[config.mk]
export PLATFORM = sky130hd
export DESIGN_NAME = sa2x2_sched
export DESIGN_NICKNAME = d
export VERILOG_FILES = /design/src/rtl/sa2x2_sched.sv
export SDC_FILE = /design/constraint.sdc
export NUM_CORES = 1
export LEC_CHECK = 0
export ABC_AREA = 1
export CAP_MARGIN = 20
export CORE_UTILIZATION = 42
export CTS_CLUSTER_SIZE = 12
export DETAILED_ROUTE_END_ITERATION = 8
export PLACE_DENSITY = 0.77
export SYNTH_ARGS = -nofsm -noshare
export SYNTH_HDL_FRONTEND = slang
export SYNTH_SLANG_ARGS = --single-unit
export TNS_END_PERCENT = 50
[constraint.sdc]
create_clock -name clk_i -period 1.45 [get_ports clk_i]
set_input_delay 0.3625 -clock clk_i [delete_from_list [all_inputs] [get_ports clk_i]]
set_output_delay 0.3625 -clock clk_i [all_outputs]
set_load 0.05 [all_outputs]
[src/rtl/sa2x2_sched.sv]
// ----------------------------------------------------------------------------
// sa2x2_sched
//   Job sequencer for a 2x2 output-stationary systolic array. The operand
//   matrices A and B are latched when a job is accepted. The array is then
//   cleared, and A rows (west) and B columns (north) are streamed in with a
//   one-cycle skew. The sequencer waits for the pipeline to drain, captures
//   C = A*B and presents it on a valid/ready port. This block is the only
//   driver of the array inputs.
//
//   Optional feature (compile-time macro SA_SCHED_ACCUM_EN):
//     - adds input acc_i, which is sampled together with start_i;
//     - acc_i=1 skips CLEAR, so the array accumulates onto its previous C.
//
// Parameters
//   DATA_W        operand element width
//   ACC_W         result element width
//   DRAIN_CYCLES  zero-input cycles after the last operand, before capture (>=1)
//
// Ports
//   clk_i, rst_ni         clock; asynchronous active-low reset
//   start_i               job request, accepted only when idle
//   acc_i                 accumulate onto the previous C (SA_SCHED_ACCUM_EN only)
//   a_mat_i, b_mat_i      operands {x11,x10,x01,x00}; xRC at [(2R+C)*DATA_W +: DATA_W]
//   busy_o                high from job accept until the result handshake
//   res_valid_o           result available
//   res_ready_i           consumer accepts the result
//   res_mat_o             C, same packing as the operands (ACC_W per element)
//   sa_clr_o              array clear, one cycle per non-accumulating job
//   sa_n0_o, sa_n1_o      array north inputs (column 0 / column 1)
//   sa_w0_o, sa_w1_o      array west inputs (row 0 / row 1)
//   sa_c00_i..sa_c11_i    array accumulator outputs
// ----------------------------------------------------------------------------
module sa2x2_sched #(
    parameter int unsigned DATA_W       = 16,
    parameter int unsigned ACC_W        = 32,
    parameter int unsigned DRAIN_CYCLES = 2
) (
    input  logic                  clk_i,
    input  logic                  rst_ni,
    input  logic                  start_i,
`ifdef SA_SCHED_ACCUM_EN
    input  logic                  acc_i,
`endif
    input  logic [4*DATA_W-1:0]   a_mat_i,
    input  logic [4*DATA_W-1:0]   b_mat_i,
    output logic                  busy_o,
    output logic                  res_valid_o,
    input  logic                  res_ready_i,
    output logic [4*ACC_W-1:0]    res_mat_o,
    output logic                  sa_clr_o,
    output logic [DATA_W-1:0]     sa_n0_o,
    output logic [DATA_W-1:0]     sa_n1_o,
    output logic [DATA_W-1:0]     sa_w0_o,
    output logic [DATA_W-1:0]     sa_w1_o,
    input  logic [ACC_W-1:0]      sa_c00_i,
    input  logic [ACC_W-1:0]      sa_c01_i,
    input  logic [ACC_W-1:0]      sa_c10_i,
    input  logic [ACC_W-1:0]      sa_c11_i
);

    localparam int unsigned DrainW = (DRAIN_CYCLES > 1) ? $clog2(DRAIN_CYCLES) : 1;

    typedef enum logic [2:0] {StIdle, StClear, StFeed, StDrain, StDone} state_e;

    state_e                state_q;
    logic [2:0]            t_q;
    logic [DrainW-1:0]     d_q;
    logic [4*DATA_W-1:0]   a_q, b_q;
    logic                  busy_q, res_valid_q, sa_clr_q;
    logic [4*ACC_W-1:0]    res_mat_q;
    logic [DATA_W-1:0]     sa_n0_q, sa_n1_q, sa_w0_q, sa_w1_q;

    logic                  acc_req;
    logic                  accept;
    logic                  load;
    logic [2:0]            feed_t;
    logic [4*DATA_W-1:0]   feed_a, feed_b;
    logic [DATA_W-1:0]     n0_nx, n1_nx, w0_nx, w1_nx;

`ifdef SA_SCHED_ACCUM_EN
    assign acc_req = acc_i;
`else
    assign acc_req = 1'b0;
`endif

    function automatic logic [DATA_W-1:0] elem(input logic [4*DATA_W-1:0] m,
                                               input logic r, input logic c);
        return m[int'({r, c}) * DATA_W +: DATA_W];
    endfunction

    assign accept = (state_q == StIdle) && start_i;

    // Operand values for the FEED step being entered on the next edge.
    // When a job is accepted straight into FEED, the operand registers are
    // still loading, so the inputs are used directly.
    always_comb begin
        load   = (accept && acc_req) || (state_q == StClear) ||
                 ((state_q == StFeed) && (t_q != 3'd2));
        feed_t = (state_q == StFeed) ? t_q + 3'd1 : 3'd0;
        feed_a = (state_q == StIdle) ? a_mat_i : a_q;
        feed_b = (state_q == StIdle) ? b_mat_i : b_q;
        w0_nx  = '0;
        w1_nx  = '0;
        n0_nx  = '0;
        n1_nx  = '0;
        if (load) begin
            // feed_t[0] is k for the t<2 lane; feed_t[1] is k=t-1 for the skewed lane
            if (feed_t < 3'd2) begin
                w0_nx = elem(feed_a, 1'b0, feed_t[0]);
                n0_nx = elem(feed_b, feed_t[0], 1'b0);
            end
            if ((feed_t >= 3'd1) && (feed_t <= 3'd2)) begin
                w1_nx = elem(feed_a, 1'b1, feed_t[1]);
                n1_nx = elem(feed_b, feed_t[1], 1'b1);
            end
        end
    end

    always_ff @(posedge clk_i or negedge rst_ni) begin
        if (!rst_ni) begin
            state_q     <= StIdle;
            t_q         <= '0;
            d_q         <= '0;
            a_q         <= '0;
            b_q         <= '0;
            busy_q      <= 1'b0;
            res_valid_q <= 1'b0;
            sa_clr_q    <= 1'b0;
            res_mat_q   <= '0;
            sa_n0_q     <= '0;
            sa_n1_q     <= '0;
            sa_w0_q     <= '0;
            sa_w1_q     <= '0;
        end else begin
            sa_clr_q <= 1'b0;
            sa_w0_q  <= w0_nx;
            sa_w1_q  <= w1_nx;
            sa_n0_q  <= n0_nx;
            sa_n1_q  <= n1_nx;
            case (state_q)
                StIdle: begin
                    if (start_i) begin
                        a_q    <= a_mat_i;
                        b_q    <= b_mat_i;
                        busy_q <= 1'b1;
                        t_q    <= '0;
                        if (acc_req) begin
                            state_q <= StFeed;
                        end else begin
                            state_q  <= StClear;
                            sa_clr_q <= 1'b1;
                        end
                    end
                end
                StClear: begin
                    state_q <= StFeed;
                    t_q     <= '0;
                end
                StFeed: begin
                    if (t_q == 3'd2) begin
                        state_q <= StDrain;
                        d_q     <= '0;
                    end else begin
                        t_q <= t_q + 3'd1;
                    end
                end
                StDrain: begin
                    if (d_q == DrainW'(DRAIN_CYCLES - 1)) begin
                        res_mat_q   <= {sa_c11_i, sa_c10_i, sa_c01_i, sa_c00_i};
                        res_valid_q <= 1'b1;
                        state_q     <= StDone;
                    end else begin
                        d_q <= d_q + 1'b1;
                    end
                end
                StDone: begin
                    if (res_ready_i) begin
                        res_valid_q <= 1'b0;
                        busy_q      <= 1'b0;
                        state_q     <= StIdle;
                    end
                end
                default: state_q <= StIdle;
            endcase
        end
    end

    assign busy_o      = busy_q;
    assign res_valid_o = res_valid_q;
    assign res_mat_o   = res_mat_q;
    assign sa_clr_o    = sa_clr_q;
    assign sa_n0_o     = sa_n0_q;
    assign sa_n1_o     = sa_n1_q;
    assign sa_w0_o     = sa_w0_q;
    assign sa_w1_o     = sa_w1_q;

endmodule
==> reports/metrics.yaml, run 1 <==
run_status:
  outcome: "complete, but fails checks"
  violations: "setup timing"
power:
  power.density_nw_per_um2: 2630
  leakagePower_nw: 12.4
  max-vdd-ir-drop_v: 0.00138
  p_total_mw: 66.8
clocking:
  clock-root-buffer: "clkbuf_16"
  cts_tree: "yes"
  clkTransAtPathRegs_ns: 0.06
  htree_levels: 2
  clock_latency_ns: 0.53
  cts_sinks: 330
  clockBufferDepth: 3
  cts_buffers: 37
logic_synthesis:
  ys.warnings.count: 0
  synthSimpleGateAreaFrac_pct: 36.3
  synth_compound_area_share_pct: 0.116
  syn-cell-area_um2: 14000
  ys_ff_latch: 330
  synth.distinct_cells: 25
  syn_nets: 1927
  syn_inst: 1665
  synth_xor_area_share_pct: 0
  synth_mux_area_share_pct: 0
  synth_area_per_cell_um2: 8.41
  synth_top_family_by_area: "simple AND/OR/NAND/NOR gates"
  synthAdderAreaFrac_pct: 0.179
  ys_seq_area_share_pct: 59.0
floorplan:
  start_util_pct: 42.8
  row_count: 66
  die-area_um2: 34100
  die_w_um: 185
  io_pins: 455
  die_h_um: 185
  coreArea_um2: 32700
timing:
  rsz0062_at_grt: "yes"
  timing.final.ws_setup_ns: -0.326
  timing.final.crit_period_ns: 1.78
  fin_tns_setup_ns: -40.66
  setup_viol: 425
  fin_hold_ws_ns: 0.277
  fin_crit_sh_pct: 122
  slew_violations: 0
  fin_worst_skew_ns: 0.0202
  worst_pin_slew_ns: 0.379
  worst_slew_margin_rel_pct: 74.7
  finalHoldViolCount: 0
  timing.fmax_ghz: 0.563
global_route:
  grt_pass1_wl_um: 72000
  grt_max_degree: 69
  grt_use_total_pct: 27.2
  antenna_found_initial: 6
  grt_pass1_vias: 13400
  met1_usage_pct: 31.3
  met3_usage_pct: 7.59
  grt.busiest_layer: "met2"
  grt_overflow: 0
  use_met2_pct: 46.6
placement:
  place_hpwl_um: 33300
  io_buffers: 454
  place_area_um2: 21700
  pre_cts_ws_ns: -0.210
  gp_congestion: 0.847
  placed_cells: 2533
worst_setup_path:
  criticalPathCategory: "reg -> reg"
  crit_fanout: 12
  slowest_delay_ns: 0.45
  r2r_start: "t_q[1]"
  r2r_cells: 8
  worstPathRequired_ns: 1.89
  cp_slowest_cell: "dfrtp_1"
  crit_buf_inv: 3
  critical-path-top-delay-family: "simple AND/OR/NAND/NOR gates"
  reg2reg_slack_ns: -0.33
  path_cells: "buf_6 -> ha_4 -> inv_2 -> nand2_2 -> nand4_1 -> nand3_4 -> buf_12 -> nor2_1"
  cp-start-kind: "flip-flop"
  worstReg2RegEnd: "sa_w1_o[10]"
  end_kind: "flip-flop"
  arrival_ns: 2.22
routing:
  via_count: 14900
  ant_nets: 0
  firstDrtPassIters: 6
  drt_iter0_drc: 1472
  drc: 0
  vias_per_cell: 5.56
  drt_wl_total_um: 60100
  wl_per_cell_um: 22.4
cells_and_area:
  nNetsFinal: 2469
  fin_cells: 2681
  area_delta_synth_final_pct: 81.2
  final_cell_area_um2: 25400
  finish.utilization_pct: 77.6
  final_layout_size_suffix_gt1_share_pct: 30.1
flow_run:
  cap_violations: 0
min_path:
  hp-class: "in -> async"
==> report_power, final <==
group	switching (mW)	internal [mW]	total (mW)	leakage [nW]
combinational	21.9	18.1	40.0	7.63
clock	3.89	5.48	9.37	0.589
sequential	4.17	13.3	17.4	4.16
total	30.0	36.8	66.8	12.4
==> layout by cell type, fill, tap and decap left out, drive strengths merged, types with 2 or more instances in the layout <==
cell type / count
clkinv: 7
clkdlybuf4s50: 258
ha: 2
inv: 14
nand2: 800
nand4: 7
diode: 8
or2: 64
dfrtp: 330
clkbuf: 91
nand3: 266
nor2: 69
buf: 317
==> registers in the layout, indices dropped and copies added (netlist names) <==
register and cells:
sa_n1_o 16, sa_clr_o 1, sa_w0_o 16, b_q 64, res_valid_o 1, res_mat_o 128
state_q 3, a_q 64, busy_o 1, d_q 1, sa_n0_o 16, sa_w1_o 16
t_q 3
==> layer usage <==
layer	share of wire [%]	wire, µm	vias to the layer above
met2	50	29800	1013
met4	5.9	3570	2
met1	34	20500	7295
li1	-	-	6350
met5	0.023	14	-
met3	10	6190	258
==> area by class of cell <==
cell class,instances,area (µm²)
Antenna cell,8,20.0
Clock buffer,56,1120
Clock inverter,7,67.6
Fill cell,1777,7330
Inverter,13,63.8
Multi-Input combinational cell,1212,6110
Sequential cell,330,8270
Tap cell,442,553
Timing Repair Buffer,611,9140
Timing Repair inverter,2,32.5
==> logic make-up after synthesis <==
group	Yosys count
adder cells (fa/ha/maj)	2
AND/OR/NAND/NOR	1205
flip-flops	330
buffers and inverters	125
AO/OA/AOI/OAI	3
==> cells in the mapped netlist (all sizes together) <==
cell,number,share of area (%)
inv,13,0.35
nor2,69,1.9
clkbuf,27,0.73
dfrtp,330,59
nand2,798,21
o21ai,1,0.036
a31oi,1,0.045
buf,85,3.4
ha,2,0.18
nand3,266,9.6
nand3b,1,0.080
or2,64,2.9
a21oi,1,0.036
nand4,7,0.36
==> worst max-delay path by stage <==
| stage | start | cells past startpoint | end | slack, ns |
|---|---|---|---|---|
| after floorplan | t_q[0] | 9 | sa_n1_o[13] | -0.02 |
| after global placement | start_i | 6 | b_q[52] | -0.16 |
| after detailed placement | start_i | 6 | b_q[19] | -0.21 |
| after CTS | t_q[1] | 8 | sa_n1_o[4] | -0.16 |
| after global routing | t_q[1] | 8 | sa_n0_o[8] | -0.38 |
| final | t_q[1] | 8 | sa_w1_o[10] | -0.33 |
==> what timing repair did <==
item / CTS / global route
gates resized for setup: 30 / 318
hold buffers: 1 / 0
gates cloned: 1 / 49
endpoints found under the hold margin: 87 / 0
setup buffers: 0 / 27
pin swaps: 3 / 92
endpoints found under the setup margin: 326 / 503
Power figures use the tool's default switching activity.
==> run 2, diff against run 1 <==
RECOVER_POWER = 100   (was default)
==> reports/metrics.yaml, run 2 (synthesized netlist as in run 1, its figures left out) <==
run_status:
  outcome: "complete, but fails checks"
  violations: "setup timing"
min_path:
  holdPathStages: 3
  hp-class: "in -> reg"
global_route:
  grt_pass1_wl_um: 72000
  grt_max_degree: 69
  grt_use_total_pct: 27.2
  antenna_found_initial: 6
  grt_pass1_vias: 13400
  grt_overflow: 0
cells_and_area:
  final_cell_mix: "nand2_1, dfrtp_1, clkdlybuf4s50_1"
  final_layout_size_suffix_gt1_share_pct: 30.0
  finish.utilization_pct: 77.4
  final_common_cell: "nand2_1"
  largest_reg_flops: 128
  fin_cells: 2680
  nNetsFinal: 2469
  area_delta_synth_final_pct: 80.7
timing:
  worst_pin_slew_ns: 0.679
  slew_violations: 0
  worst_slew_margin_rel_pct: 54.7
  fin_tns_setup_ns: -51.22
  fin_crit_sh_pct: 122
  setup_viol: 545
  fin_worst_skew_ns: 0.0212
  timing.final.crit_period_ns: 1.78
  timing.final.ws_setup_ns: -0.325
  timing.fmax_ghz: 0.563
  rsz0062_at_grt: "yes"
  finalHoldViolCount: 0
worst_setup_path:
  r2r_cells: 8
  cp-start-kind: "flip-flop"
  worstPathRequired_ns: 1.90
  crit_fanout: 8
  end_kind: "flip-flop"
  arrival_ns: 2.22
  criticalPathCategory: "reg -> reg"
power:
  max-vdd-ir-drop_v: 0.00138
  leakagePower_nw: 12.4
  power.density_nw_per_um2: 2640
clocking:
  cts_sinks: 330
  cts_tree: "yes"
  clock-root-buffer: "clkbuf_16"
  clockBufferDepth: 3
  clock_latency_ns: 0.53
  clkTransAtPathRegs_ns: 0.06
  htree_levels: 2
  cts_buffers: 37
flow_run:
  cap_violations: 0
placement:
  placed_cells: 2533
  place_hpwl_um: 33300
  io_buffers: 454
  pre_cts_ws_ns: -0.210
  gp_congestion: 0.847
routing:
  ant_nets: 0
  firstDrtPassIters: 8
  drt_iter0_drc: 1362
  vias_per_cell: 5.59
  drt_wl_total_um: 60200
  wl_per_cell_um: 22.5
  drc: 0
  via_count: 15000
floorplan:
  coreArea_um2: 32700
  die-area_um2: 34100
  start_util_pct: 42.8
  io_pins: 455
  die_w_um: 185
  row_count: 66
  die_h_um: 185
-- run 2: power breakdown --
group / total, mW / switching (mW) / leakage (nW) / internal (mW)
logic: 39.9 / 21.9 / 7.60 / 18.0
clock network: 9.36 / 3.88 / 0.589 / 5.48
registers: 17.5 / 4.18 / 4.16 / 13.3
total: 66.8 / 30.0 / 12.4 / 36.8
-- run 2: critical path, cell delays in order, from the launching register on --
cell,delay (ns)
dfrtp_1,0.45
buf_6,0.16
ha_4,0.16
inv_2,0.07
nand2_2,0.07
nand4_1,0.23
nand3_4,0.19
clkbuf_16,0.23
nor2_1,0.15
-- run 2: final timing paths --
| kind | startpoint | end | slack (ns) |
|---|---|---|---|
| max | t_q[1] | sa_w0_o[4] | -0.33 |
| min in group asynchronous | rst_ni | a_q[35] | 0.41 |
| max in group asynchronous | rst_ni | b_q[32] | -0.08 |
| min | b_mat_i[60] | b_q[60] | 0.37 |
| max reg2reg | t_q[1] | sa_w0_o[4] | -0.33 |
| min reg2reg | a_q[16] | a_q[16] | 0.48 |
-- run 2: area by class of cell --
| type | instances | area, µm² |
|---|---|---|
| multi-input combinational | 1212 | 6100 |
| inverter | 13 | 63.8 |
| tap | 442 | 553 |
| clock buffer | 56 | 1120 |
| sequential | 330 | 8270 |
| timing repair inverter | 2 | 32.5 |
| clock inverter | 7 | 67.6 |
| fill | 1790 | 7390 |
| antenna | 7 | 17.5 |
| timing repair buffer | 611 | 9080 |
-- run 2: repair_timing --
item	CTS	global route
gates cloned	1	49
buffers inserted	0	27
setup endpoints to repair	326	503
hold buffers	1	0
gates resized for setup	30	318
hold endpoints to repair	87	0
pin swaps	3	92
-- run 2: stage by stage --
stage	hold WS (ns)	power, mW	cell area, µm²
after floorplan	0.0669	32.8	14000
after global placement	0.224	48.5	21700
after detailed placement	0.227	49.4	21700
after CTS	0.266	59.2	23000
after global routing	0.390	69.3	25300
final	0.369	66.8	25300
-- run 2: per-layer routing --
| layer | part of all wire, % | global-route usage [%] | vias to the layer above | wire [µm] |
|---|---|---|---|---|
| met1 | 34 | 31.3 | 7314 | 20300 |
| met5 | 0.023 | 0 | - | 14 |
| met2 | 49 | 46.6 | 1032 | 29700 |
| met4 | 6.4 | 13.4 | 2 | 3850 |
| li1 | - | - | 6347 | - |
| met3 | 10 | 7.59 | 284 | 6240 |
